<file path="src/rtl/spi_mem_ctrl.sv">
// ---------------------------------------------------------------------------
// spi_mem_ctrl
// SPI master (mode 0) that serves every memory access from the CPU core.
// Each request becomes one complete SPI READ or WRITE transaction:
// 8 command bits, 24 address bits and 8*N data bits, each byte sent MSB-first.
// Address bit 24 picks the chip: 0 = flash (cs1), 1 = RAM (cs2).
//
// Ports
//   clk, rst         system clock, asynchronous active-high reset
//   start_request    level request, sampled in IDLE
//   is_write         1 = write, 0 = read (latched at start)
//   num_bytes        1, 2 or 4 bytes; 3/5/6/7 act as 4, 0 skips the bus
//   target_address   [24] chip select, [23:0] byte address (latched)
//   write_value      store data, little-endian (latched)
//   fetched_value    read data register, bytes shifted in from the top
//   request_done     high in DONE while start_request stays high
//   busy             high in SETUP, SHIFT and HOLD
//   sclk/mosi/miso   SPI bus; cs1/cs2 active-low chip selects
// ---------------------------------------------------------------------------
module spi_mem_ctrl #(
    parameter int         HALF_PERIOD = 1,
    parameter logic [7:0] READ_CMD    = 8'h03,
    parameter logic [7:0] WRITE_CMD   = 8'h02
) (
    input  logic        clk,
    input  logic        rst,
    input  logic        start_request,
    input  logic        is_write,
    input  logic [2:0]  num_bytes,
    input  logic [24:0] target_address,
    input  logic [31:0] write_value,
    output logic [31:0] fetched_value,
    output logic        request_done,
    output logic        busy,
    output logic        sclk,
    output logic        mosi,
    output logic        cs1,
    output logic        cs2,
    input  logic        miso
);

    typedef enum logic [2:0] {
        IDLE  = 3'd0,
        SETUP = 3'd1,
        SHIFT = 3'd2,
        HOLD  = 3'd3,
        DONE  = 3'd4
    } state_t;

    localparam int             HP_W    = (HALF_PERIOD > 1) ? $clog2(HALF_PERIOD) : 1;
    localparam logic [HP_W-1:0] HP_LAST = HP_W'(HALF_PERIOD - 1);

    state_t          state;
    state_t          state_nxt;
    logic [HP_W-1:0] hp_cnt;
    logic            phase_hi;
    logic [5:0]      bit_cnt;
    logic [5:0]      last_bit;
    logic [63:0]     tx_sr;
    logic [7:0]      rx_sr;
    logic            wr_q;

    // Sizes other than 0, 1 and 2 are served as a full word.
    function automatic logic [2:0] norm_bytes(input logic [2:0] n);
        case (n)
            3'd0:    norm_bytes = 3'd0;
            3'd1:    norm_bytes = 3'd1;
            3'd2:    norm_bytes = 3'd2;
            default: norm_bytes = 3'd4;
        endcase
    endfunction

    // Index of the final frame bit: 32 header bits plus 8 per data byte.
    function automatic logic [5:0] last_bit_of(input logic [2:0] n);
        case (n)
            3'd1:    last_bit_of = 6'd39;
            3'd2:    last_bit_of = 6'd47;
            default: last_bit_of = 6'd63;
        endcase
    endfunction

    logic [2:0]  req_n;
    logic [63:0] frame;
    logic        half_end;
    logic        frame_end;

    assign req_n     = norm_bytes(num_bytes);
    // Data bytes go out low byte first; unused trailing bytes are never shifted.
    assign frame     = {(is_write ? WRITE_CMD : READ_CMD), target_address[23:0],
                        (is_write ? {write_value[7:0], write_value[15:8],
                                     write_value[23:16], write_value[31:24]}
                                  : 32'h0)};
    assign half_end  = (hp_cnt == HP_LAST);
    assign frame_end = (state == SHIFT) && phase_hi && half_end && (bit_cnt == last_bit);

    always_ff @(posedge clk or posedge rst) begin
        if (rst) begin
            state <= IDLE;
        end else begin
            state <= state_nxt;
        end
    end

    always_comb begin
        state_nxt = state;
        case (state)
            IDLE:    if (start_request) state_nxt = (req_n == 3'd0) ? DONE : SETUP;
            SETUP:   state_nxt = SHIFT;
            SHIFT:   if (frame_end) state_nxt = HOLD;
            HOLD:    state_nxt = DONE;
            DONE:    if (!start_request) state_nxt = IDLE;
            default: state_nxt = IDLE;
        endcase
    end

    // Done is gated by the live request so it drops in the same cycle start does.
    assign request_done = (state == DONE) && start_request;
    assign busy         = (state == SETUP) || (state == SHIFT) || (state == HOLD);

    // Bus outputs are registered so chip select, clock and data never glitch;
    // the async reset still releases the bus the instant rst rises.
    always_ff @(posedge clk or posedge rst) begin
        if (rst) begin
            sclk          <= 1'b0;
            mosi          <= 1'b0;
            cs1           <= 1'b1;
            cs2           <= 1'b1;
            fetched_value <= 32'h0;
            hp_cnt        <= '0;
            phase_hi      <= 1'b0;
            bit_cnt       <= 6'd0;
            last_bit      <= 6'd0;
            tx_sr         <= 64'h0;
            rx_sr         <= 8'h0;
            wr_q          <= 1'b0;
        end else begin
            case (state)
                IDLE: begin
                    if (start_request && (req_n != 3'd0)) begin
                        wr_q     <= is_write;
                        last_bit <= last_bit_of(req_n);
                        tx_sr    <= frame;
                        mosi     <= frame[63];
                        sclk     <= 1'b0;
                        cs1      <= target_address[24];
                        cs2      <= ~target_address[24];
                        hp_cnt   <= '0;
                        phase_hi <= 1'b0;
                        bit_cnt  <= 6'd0;
                    end
                end
                SHIFT: begin
                    if (!half_end) begin
                        hp_cnt <= hp_cnt + 1'b1;
                    end else begin
                        hp_cnt <= '0;
                        if (!phase_hi) begin
                            // Rising edge: capture miso as sclk goes high.
                            phase_hi <= 1'b1;
                            sclk     <= 1'b1;
                            rx_sr    <= {rx_sr[6:0], miso};
                            if (!wr_q && bit_cnt[5] && (bit_cnt[2:0] == 3'd7)) begin
                                fetched_value <= {rx_sr[6:0], miso, fetched_value[31:8]};
                            end
                        end else begin
                            // Falling edge: next bit goes out at the start of the low phase.
                            phase_hi <= 1'b0;
                            sclk     <= 1'b0;
                            if (bit_cnt == last_bit) begin
                                cs1  <= 1'b1;
                                cs2  <= 1'b1;
                                mosi <= 1'b0;
                            end else begin
                                bit_cnt <= bit_cnt + 6'd1;
                                tx_sr   <= {tx_sr[62:0], 1'b0};
                                mosi    <= tx_sr[62];
                            end
                        end
                    end
                end
                default: begin
                end
            endcase
        end
    end

endmodule

</file>
<file path="config.mk">
export PLATFORM = sky130hd
export DESIGN_NAME = spi_mem_ctrl
export DESIGN_NICKNAME = d
export VERILOG_FILES = /design/src/rtl/spi_mem_ctrl.sv
export SDC_FILE = /design/constraint.sdc
export NUM_CORES = 1
export LEC_CHECK = 0
export CAP_MARGIN = 20
export CELL_PAD_IN_SITES_DETAIL_PLACEMENT = 0
export CELL_PAD_IN_SITES_GLOBAL_PLACEMENT = 1
export CORE_MARGIN = 1
export CORE_UTILIZATION = 36
export DETAILED_ROUTE_END_ITERATION = 16
export GPL_ROUTABILITY_DRIVEN = 0
export MAX_ROUTING_LAYER = met4
export PLACE_DENSITY_LB_ADDON = 0.1
export SLEW_MARGIN = 20
export SYNTH_ARGS = -nofsm -noshare
export SYNTH_HDL_FRONTEND = slang
export SYNTH_SLANG_ARGS = --single-unit
</file>
<file path="constraint.sdc">
create_clock -name clk -period 3.8 [get_ports clk]
set_input_delay 0.76 -clock clk [delete_from_list [all_inputs] [get_ports clk]]
set_output_delay 0.76 -clock clk [all_outputs]
set_load 0.03 [all_outputs]
</file>
## Word level (Yosys, flattened, before mapping)

Cells that the tools add are included.

| operators by class | value |
|---|---|
| mux-type cells | 37 |
| reductions and logical operators | 24 |
| bitwise logic cells | 3 |
| equal/unequal tests | 18 |
| add/subtract/negate cells | 2 |

Operator list:

| operator | number |
|---|---|
| two-way mux 63 bit | 4 |
| one-hot mux 63 bit (2 select lines) | 1 |
| two-way mux 32 bit | 1 |
| two-way mux 6 bit | 4 |
| one-hot mux 3 bit (5 select lines) | 1 |
| two-way mux 1 bit | 14 |
| inequality test 2 bit (second input constant) | 7 |
| == test 3 x 2 -> 1 bit (second input constant) | 4 |
| two-way mux 3 bit | 4 |
| one-hot mux 6 bit (2 select lines) | 1 |
| one-hot mux 1 bit (2 select lines) | 5 |
| one-hot mux 5 bit (2 select lines) | 1 |
| AND reduction 5 bit | 2 |
| == test 3 x 1 -> 1 bit (second input constant) | 3 |
| logical NOT 3 bit | 3 |
| one-hot mux 3 bit (3 select lines) | 1 |
| AND reduction 3 bit | 3 |
| AND reduction 4 bit | 2 |
| logical AND 1 bit | 7 |
| adder 6 x 1 -> 6 bit (second input constant) | 1 |
| == test 3 bit (second input constant) | 2 |
| == test 6 bit | 1 |
| AND reduction 2 bit | 2 |
| NOT 1 bit | 3 |
| 6 further kinds | 7 |

| storage, ports and cells | value |
|---|---|
| word-level logic and storage cells | 96 |
| bits of input ports | 65 |
| bits in registers | 123 |
| output and inout port bits | 38 |

## Depth between registers and ports, before layout

Gate-level depths: netlist of run 1.

| depth | value |
|---|---|
| word-level depth | 6 |
| gate-level depth with buffers | 11 |
| depth with buffers taken out | 9 |

## Worst setup path after synthesis of run 1

No wires, ideal clock.

| timing | value |
|---|---|
| kind | input to register |
| start point | input port num_bytes[1] |
| end point | register tx_sr[10] |
| setup slack | 1296 ps |
| library setup time | 81 ps |
| stages | 10 |
| required time | 3719 ps |
| data arrival time | 2423 ps |
| path buffers | 2 |
| cell sequence | nor2_1 and2_1 inv_1 ha_1 nor4b_1 nor3_1 clkbuf_1 clkbuf_1 nor3_1 a31oi_2 |

| between the ends | value |
|---|---|
| cells in the longest elaborated chain, start to end | 6 |
| elaborated cells between the ends (all ways) | 8 |
| those cells by class | eq/ne: 3; mux: 1; reduce/logical: 4 |

RTL lines:

| item | RTL line | source |
|---|---|---|
| start: declaration | 29 | `input logic [2:0] num_bytes,` |
| == test 3 x 2 -> 1 bit, or another cell as far along | 65 | `case (n)` |
| one-hot mux 3 bit (3 select lines) (*) | 65 |  |
| nonzero test 3 bit (*) | 139 | `if (start_request && (req_n != 3'd0)) begin` |
| logical AND 1 bit (*) | 139 |  |
| inequality test 2 bit (no line) (*) | -- |  |
| AND reduction 5 bit (no line) (*) | -- |  |
| end signal: assignment | 142 | `tx_sr <= frame;` |
| end signal: assignment | 175 | `tx_sr <= {tx_sr[62:0], 1'b0};` |
| end: declaration | 59 | `logic [63:0] tx_sr;` |

Mark *: on every way between the ends. The rest lies on a longest branch, timed or not.
A chain may end at the register's enable or synchronous reset.

## Final worst setup path of run 1

| timing | value |
|---|---|
| start point | input port num_bytes[1] |
| end point | register bit_cnt[4] |

| between the ends | value |
|---|---|
| cells in the longest elaborated chain, start to end | 6 |
| elaborated cells between the ends (all ways) | 8 |
| those cells by class | eq/ne: 3; mux: 1; reduce/logical: 4 |

RTL lines:

| item | RTL line | source |
|---|---|---|
| == test 3 x 2 -> 1 bit, or another cell as far along | 65 |  |
| one-hot mux 3 bit (3 select lines) (*) | 65 |  |
| nonzero test 3 bit (*) | 139 |  |
| logical AND 1 bit (*) | 139 |  |
| inequality test 2 bit (no line) (*) | -- |  |
| AND reduction 5 bit (no line) (*) | -- |  |
| end signal: assignment | 174 | `bit_cnt <= bit_cnt + 6'd1;` |
| end: declaration | 57 | `logic [5:0] bit_cnt;` |

Marked as above.

==> results of run 1 <==
-- kinds of logic after synthesis --
family,count (synthesis),synth area share [%]
and+or+nand+nor,216,18.7
DFF,119,56.3
AOI/OAI and AO/OA,79,11.1
buffers and inverters,47,3.78
muxes,40,8.51
xor gates and xnor gates,4,0.662
adders and majority gates,4,0.946
-- routing by layer --
metal / vias to the layer above / share of wire [%] / global-route usage [%]
met3: 12 / 4.3 / 4.29
met2: 96 / 48 / 27.9
li1: 1992 / - / -
met1: 2086 / 47 / 22.2
met5: - / 0 / -
met4: 0 / 1.4 / 7.98
-- worst max-delay path: stages --
cell	delay (ps)
clkdlybuf4s50_1	490
nor2_1	50
and2_1	170
inv_1	60
ha_1	130
nor4b_1	420
nor3_2	110
or2_2	580
buf_12	280
o211ai_1	180
-- worst max-delay path by stage --
| stage | slack, ps | endpoint |
|---|---|---|
| after global placement | 510 | bit_cnt[4] |
| after floorplan | 1300 | tx_sr[10] |
| final | 860 | bit_cnt[4] |
| after global routing | 700 | tx_sr[42] |
| after CTS | 870 | bit_cnt[4] |
| after detailed placement | 440 | bit_cnt[4] |
-- state kept, by name (all words and copies together), names as in the netlist --
name	flops
tx_sr	63
fetched_value	32
rx_sr	7
bit_cnt	6
last_bit	3
state	3
cs1	1
cs2	1
mosi	1
phase_hi	1
wr_q	1
-- cell type report --
class	instances	area share, %
Tap cell	180	3.18
Inverter	5	0.318
Multi-Input combinational cell	343	30.1
Clock inverter	13	2.05
Clock buffer	19	6.39
Sequential cell	119	42.1
Timing Repair Buffer	113	15.9
-- Yosys cell counts, types with 2 or more instances --
master,count
inv_1,5
mux2_2,39
nor2_1,15
xnor2_1,2
buf_6,2
dfrtp_1,117
a31oi_1,45
dfstp_2,2
nor3_1,58
ha_1,4
nand3_1,36
a31oi_2,10
a22o_1,9
o21ai_0,6
nand2_1,94
buf_2,7
a21oi_1,2
xor2_1,2
and3_1,2
clkbuf_1,32
nand4_1,2
-- stage by stage --
stage          cell area (µm²)  hold slack (ps)  power [W]  setup WS [ps]  utilization, %
2_1_floorplan             5300              460    0.00340           1300               -
3_3_place_gp              6490              479    0.00383            514            46.0
3_5_place_dp              6490              482    0.00389            444            46.0
4_1_cts                   7090              504    0.00553            869            50.3
5_1_grt                   7090              521    0.00585            703            50.3
6_report                  7090              498    0.00545            861            50.3
-- cell usage in the layout, fill, tap and decap left out, drive strengths merged, types with 2 or more instances in the layout --
master         count
a21oi              3
a22o               9
a31oi             55
and3               2
buf               11
bufinv             2
clkbuf            19
clkdlybuf4s50    102
clkinv             4
clkinvlp           4
dfrtp            117
dfstp              2
ha                 4
inv                8
mux2              40
nand2             94
nand3             36
nand4              2
nor2              15
nor3              58
o21ai              6
o22ai              2
xnor2              2
xor2               2
-- report_power, final --
group	internal [W]	leakage, nW	total [W]	switching, W
combinational	0.000758	1.22	0.00185	0.00109
sequential	0.00172	1.47	0.00200	0.000274
clock	0.00101	0.287	0.00160	0.000595
total	0.00349	2.98	0.00545	0.00196
==> impl_results.md, run 1 <==
- Final period utilization: 77.3%
- Fmax: 340 MHz
- Routed len/inst: 15.4 µm
- ANT cells: 0
- HP Class: flop to flop
- Initial Util: 37.5%
- Die Span Y: 123 µm
- Vias in the first global route: 4,103
- HP Start: rx_sr[6]
- GRT Overall Usage: 17.9%
- TritonCTS Buffers: 17
- H-tree depth: 4
- Kind of critical path: input port to flop
- Endpoint, Worst Hold: fetched_value[31]
- Hold depth: 1
- Drt pass-1 iters: 7
- CTS clock-pin slew for the worst setup and hold paths: 60 ps
- Startpoint Class: input port
- Hold_buf cts: 0
- Yosys top cell area share: 55.3%
- Worst Skew: 6.84 ps
- Post-synth top flop: dfrtp_1
- Net Count, Synth: 578
- Multi-input logic area: 2130 µm²
- Final nets: 668
- FFs w/ async S/R, synth: 100%
- CTS sink cnt: 119
- DRC: 0
- Top Ports: 103
- Cell taking the most area after synthesis: dfrtp_1
- Root buf cell: clkbuf_16
- Seq/Total Area, Yosys: 56.3%
- R2R setup slack: 1330 ps
- Row count: 43
- DP Wirelength: 7520 µm
- Share of cells above drive strength 1: 16.7%
- Power Density: 769 nW/µm²
- Post-Place Cells: 760
- Chip width: 123 µm
- Critical Path Fanout Max: 34
- CP startpoint: num_bytes[1]
- Final Hold Vio Count: 0
- Via count: 4,186
- Mapped Area: 5290 µm²
- R2r endpoint: fetched_value[9]
- R2R cell count: 5
- Overflow after GRT: 0
- 1st-iter DRT viols: 355
- Clock Path Buffers: 2
- Slew headroom: 49.9%
- CTS tree: yes
- Synthesis-to-layout area growth: 33.9%
- Std-Cell Core Area: 14,100 µm²
- R2R Path Start: state[2]
- PortBufs: 102
- Global-route wire length before repair: 20,300 µm
- Antenna-violating nets left: 0
- RSZ-0062 raised after global routing: false
- Max Cap Viol: 0
- Vias/cell: 5.29
- CP arrival: 3260 ps
- Slew Limit Fails: 0
- Gate Count Post-Synth: 509
- Pleak: 2.98 nW
- Storage cell area: 2980 µm²
- # resized after CTS: 0
- Req. time, crit path: 4120 ps
- Number of synthesized flops with an enable pin: 0
- Synth top area cells: dfrtp_1 55%, mux2_2 8.3%, nand2_1 6.7%
- Final setup fails: 0
- Fill count: 1,320
- Max VDD drop: 0.000338 V
- Worst-Margin Slew: 751 ps
- Die area: 15,200 µm²
- Initial antenna violation count: 0
- Synth warn: 0
- Worst-Skew Late Latency: 410 ps
- Synth Area per Inst: 10.4 µm²
- Post-Route Setup TNS: 0 ps
- Crit. End Element: flop
- Post-synthesis register bit count: 119
- Yosys cell types: 39
- Fin crit period: 2940 ps
- Final non-filler cell total: 792
- Drt total wl: 12,200 µm
- Status: completed
- Largest net degree at the start of global routing: 73
- Post-CTS Setup Bufs: 0
Power figures use the tool's default switching activity.
==> run 2, diff against run 1 <==
--- a/config.mk
+++ b/config.mk
@@ -9,7 +9,7 @@
 export CELL_PAD_IN_SITES_DETAIL_PLACEMENT = 0
 export CELL_PAD_IN_SITES_GLOBAL_PLACEMENT = 1
 export CORE_MARGIN = 1
-export CORE_UTILIZATION = 36
+export CORE_UTILIZATION = 40
 export DETAILED_ROUTE_END_ITERATION = 16
 export GPL_ROUTABILITY_DRIVEN = 0
 export MAX_ROUTING_LAYER = met4
==> constraint.sdc (replaced) <==
create_clock -name clk -period 3 [get_ports clk]
set_input_delay 0.6 -clock clk [delete_from_list [all_inputs] [get_ports clk]]
set_output_delay 0.6 -clock clk [all_outputs]
set_load 0.03 [all_outputs]
==> impl_results.md, run 2 (same netlist as run 1, synthesis figures left out) <==
- WP depth: 3
- Row count: 41
- Chip width: 117 µm
- Hold_buf cts: 0
- Initial antenna violation count: 0
- Startpoint Class: flop
- Slew headroom: 44.8%
- Overflow after GRT: 0
- Largest regs: tx_sr (63), fetched_value (32), rx_sr (7)
- Vias/cell: 5.23
- Crit. End Element: output pin
- Biggest register: tx_sr
- Fin crit period: 2520 ps
- Routed len/inst: 15.1 µm
- Final setup fails: 0
- Critical Path Fanout Max: 5
- Req. time, crit path: 2400 ps
- Most frequent cells in the layout: 117 x dfrtp_1, 102 x clkdlybuf4s50_1, 94 x nand2_1
- H-tree depth: 4
- 1st-iter DRT viols: 361
- Fmax: 397 MHz
- Max Cap Viol: 0
- Root buf cell: clkbuf_16
- DP Wirelength: 7210 µm
- RSZ-0062 raised after global routing: false
- Slowest stage delay, CP: 660 ps
- Layout Utilization: 55.3%
- Vias in the first global route: 4,000
- TritonCTS Buffers: 17
- Worst-Skew Late Latency: 410 ps
- Final non-filler cell total: 785
- CTS tree: yes
- Top Ports: 103
- Drt pass-1 iters: 4
- Hold depth: 1
- Commonest non-fill, non-tap cell in the layout: dfrtp_1
- Max VDD drop: 0.000520 V
- Worst Skew: 9.60 ps
- Final Hold Vio Count: 0
- Status: completed
- Max reg flops: 63
- CTS sink cnt: 119
- ANT cells: 0
- Initial Util: 41.4%
- Clock Path Buffers: 2
- Die area: 13,700 µm²
- Crit path cell chain: nor2_1 -> and3_1 -> clkdlybuf4s50_1
- PortBufs: 102
- Top delay family on crit path: buffers and inverters
- CTS clock-pin slew for the worst setup and hold paths: 50 ps
- DRC: 0
- Final nets: 670
- Slew Limit Fails: 0
- Crit-path slowest cell: clkdlybuf4s50_1
- Drt total wl: 11,900 µm
- Worst-Margin Slew: 826 ps
- Largest net degree at the start of global routing: 120
- Post-Route Setup TNS: 0 ps
- Global-route wire length before repair: 20,000 µm
- # resized after CTS: 0
- Die Span Y: 117 µm
- Share of cells above drive strength 1: 16.5%
- Pleak: 2.98 nW
- Bufs and invs on worst path: 1
- Synthesis-to-layout area growth: 33.5%
- CP arrival: 1920 ps
- Via count: 4,106
- Kind of critical path: flop to output pin
- Power Density: 964 nW/µm²
- Antenna-violating nets left: 0
- Post-CTS Setup Bufs: 0
- Post-Place Cells: 754
- Final period utilization: 83.9%
- R2R cell count: 6
- GRT Overall Usage: 19.7%
- Final Cell Area: 7070 µm²
- HP Class: flop to flop
- Post-DP Area: 6500 µm²
- Std-Cell Core Area: 12,800 µm²
[run 2: cell count changes in the layout (fill, tap and decap cells not counted)]
cell and delta:
buf_4 +1, clkbuf_8 +2, clkinv_2 +2, clkinv_4 -2
bufinv_16 -1, inv_6 -4, buf_12 +1, clkbuf_1 +2
[run 2: metal layers]
metal,wire (µm),vias up,track usage (%)
met4,89,0,6.16
li1,-,1998,-
met5,0,-,-
met2,5530,100,29.0
met1,5710,1999,26.5
met3,549,9,5.36
[run 2: final cells by class]
cell class | instances | area, µm²
flip-flops and latches | 119 | 2980
multi-input cells | 343 | 2130
fillers | 1158 | 5710
clock inverters | 8 | 72.6
well taps | 172 | 215
clock buffers | 23 | 488
repair buffers | 115 | 1160
inverters | 5 | 22.5
[run 2: worst paths after layout]
kind                            slack [ps]     start                 to
max in group asynchronous             1780       rst  fetched_value[26]
worst min register to register         490  rx_sr[6]  fetched_value[31]
worst min-delay path                   490  rx_sr[6]  fetched_value[31]
worst max-delay path                   480  state[0]       request_done
worst max register to register         570  state[2]          tx_sr[43]
min in group asynchronous              670       rst        last_bit[3]
[run 2: worst register-to-register path, stage by stage, from the launching register on]
cell and delay, ps:
dfrtp_1 470, nor3b_4 210, nand2_1 140, a21oi_4 660, buf_4 560, nor3_1 100
a31oi_1 190
[run 2: power by group]
part           leakage, nW  total, W  internal [W]  switching (W)
logic                 1.24   0.00239      0.000997        0.00139
clock network        0.271   0.00190       0.00121       0.000684
registers             1.47   0.00253       0.00218       0.000349
[run 2: per-stage QoR]
stage	hold slack, ps	power [W]	worst slack [ps]
global route	515	0.00731	332
CTS	493	0.00690	455
global placement	469	0.00488	143
detailed placement	480	0.00497	124
finish	494	0.00681	484
floorplan	460	0.00431	656
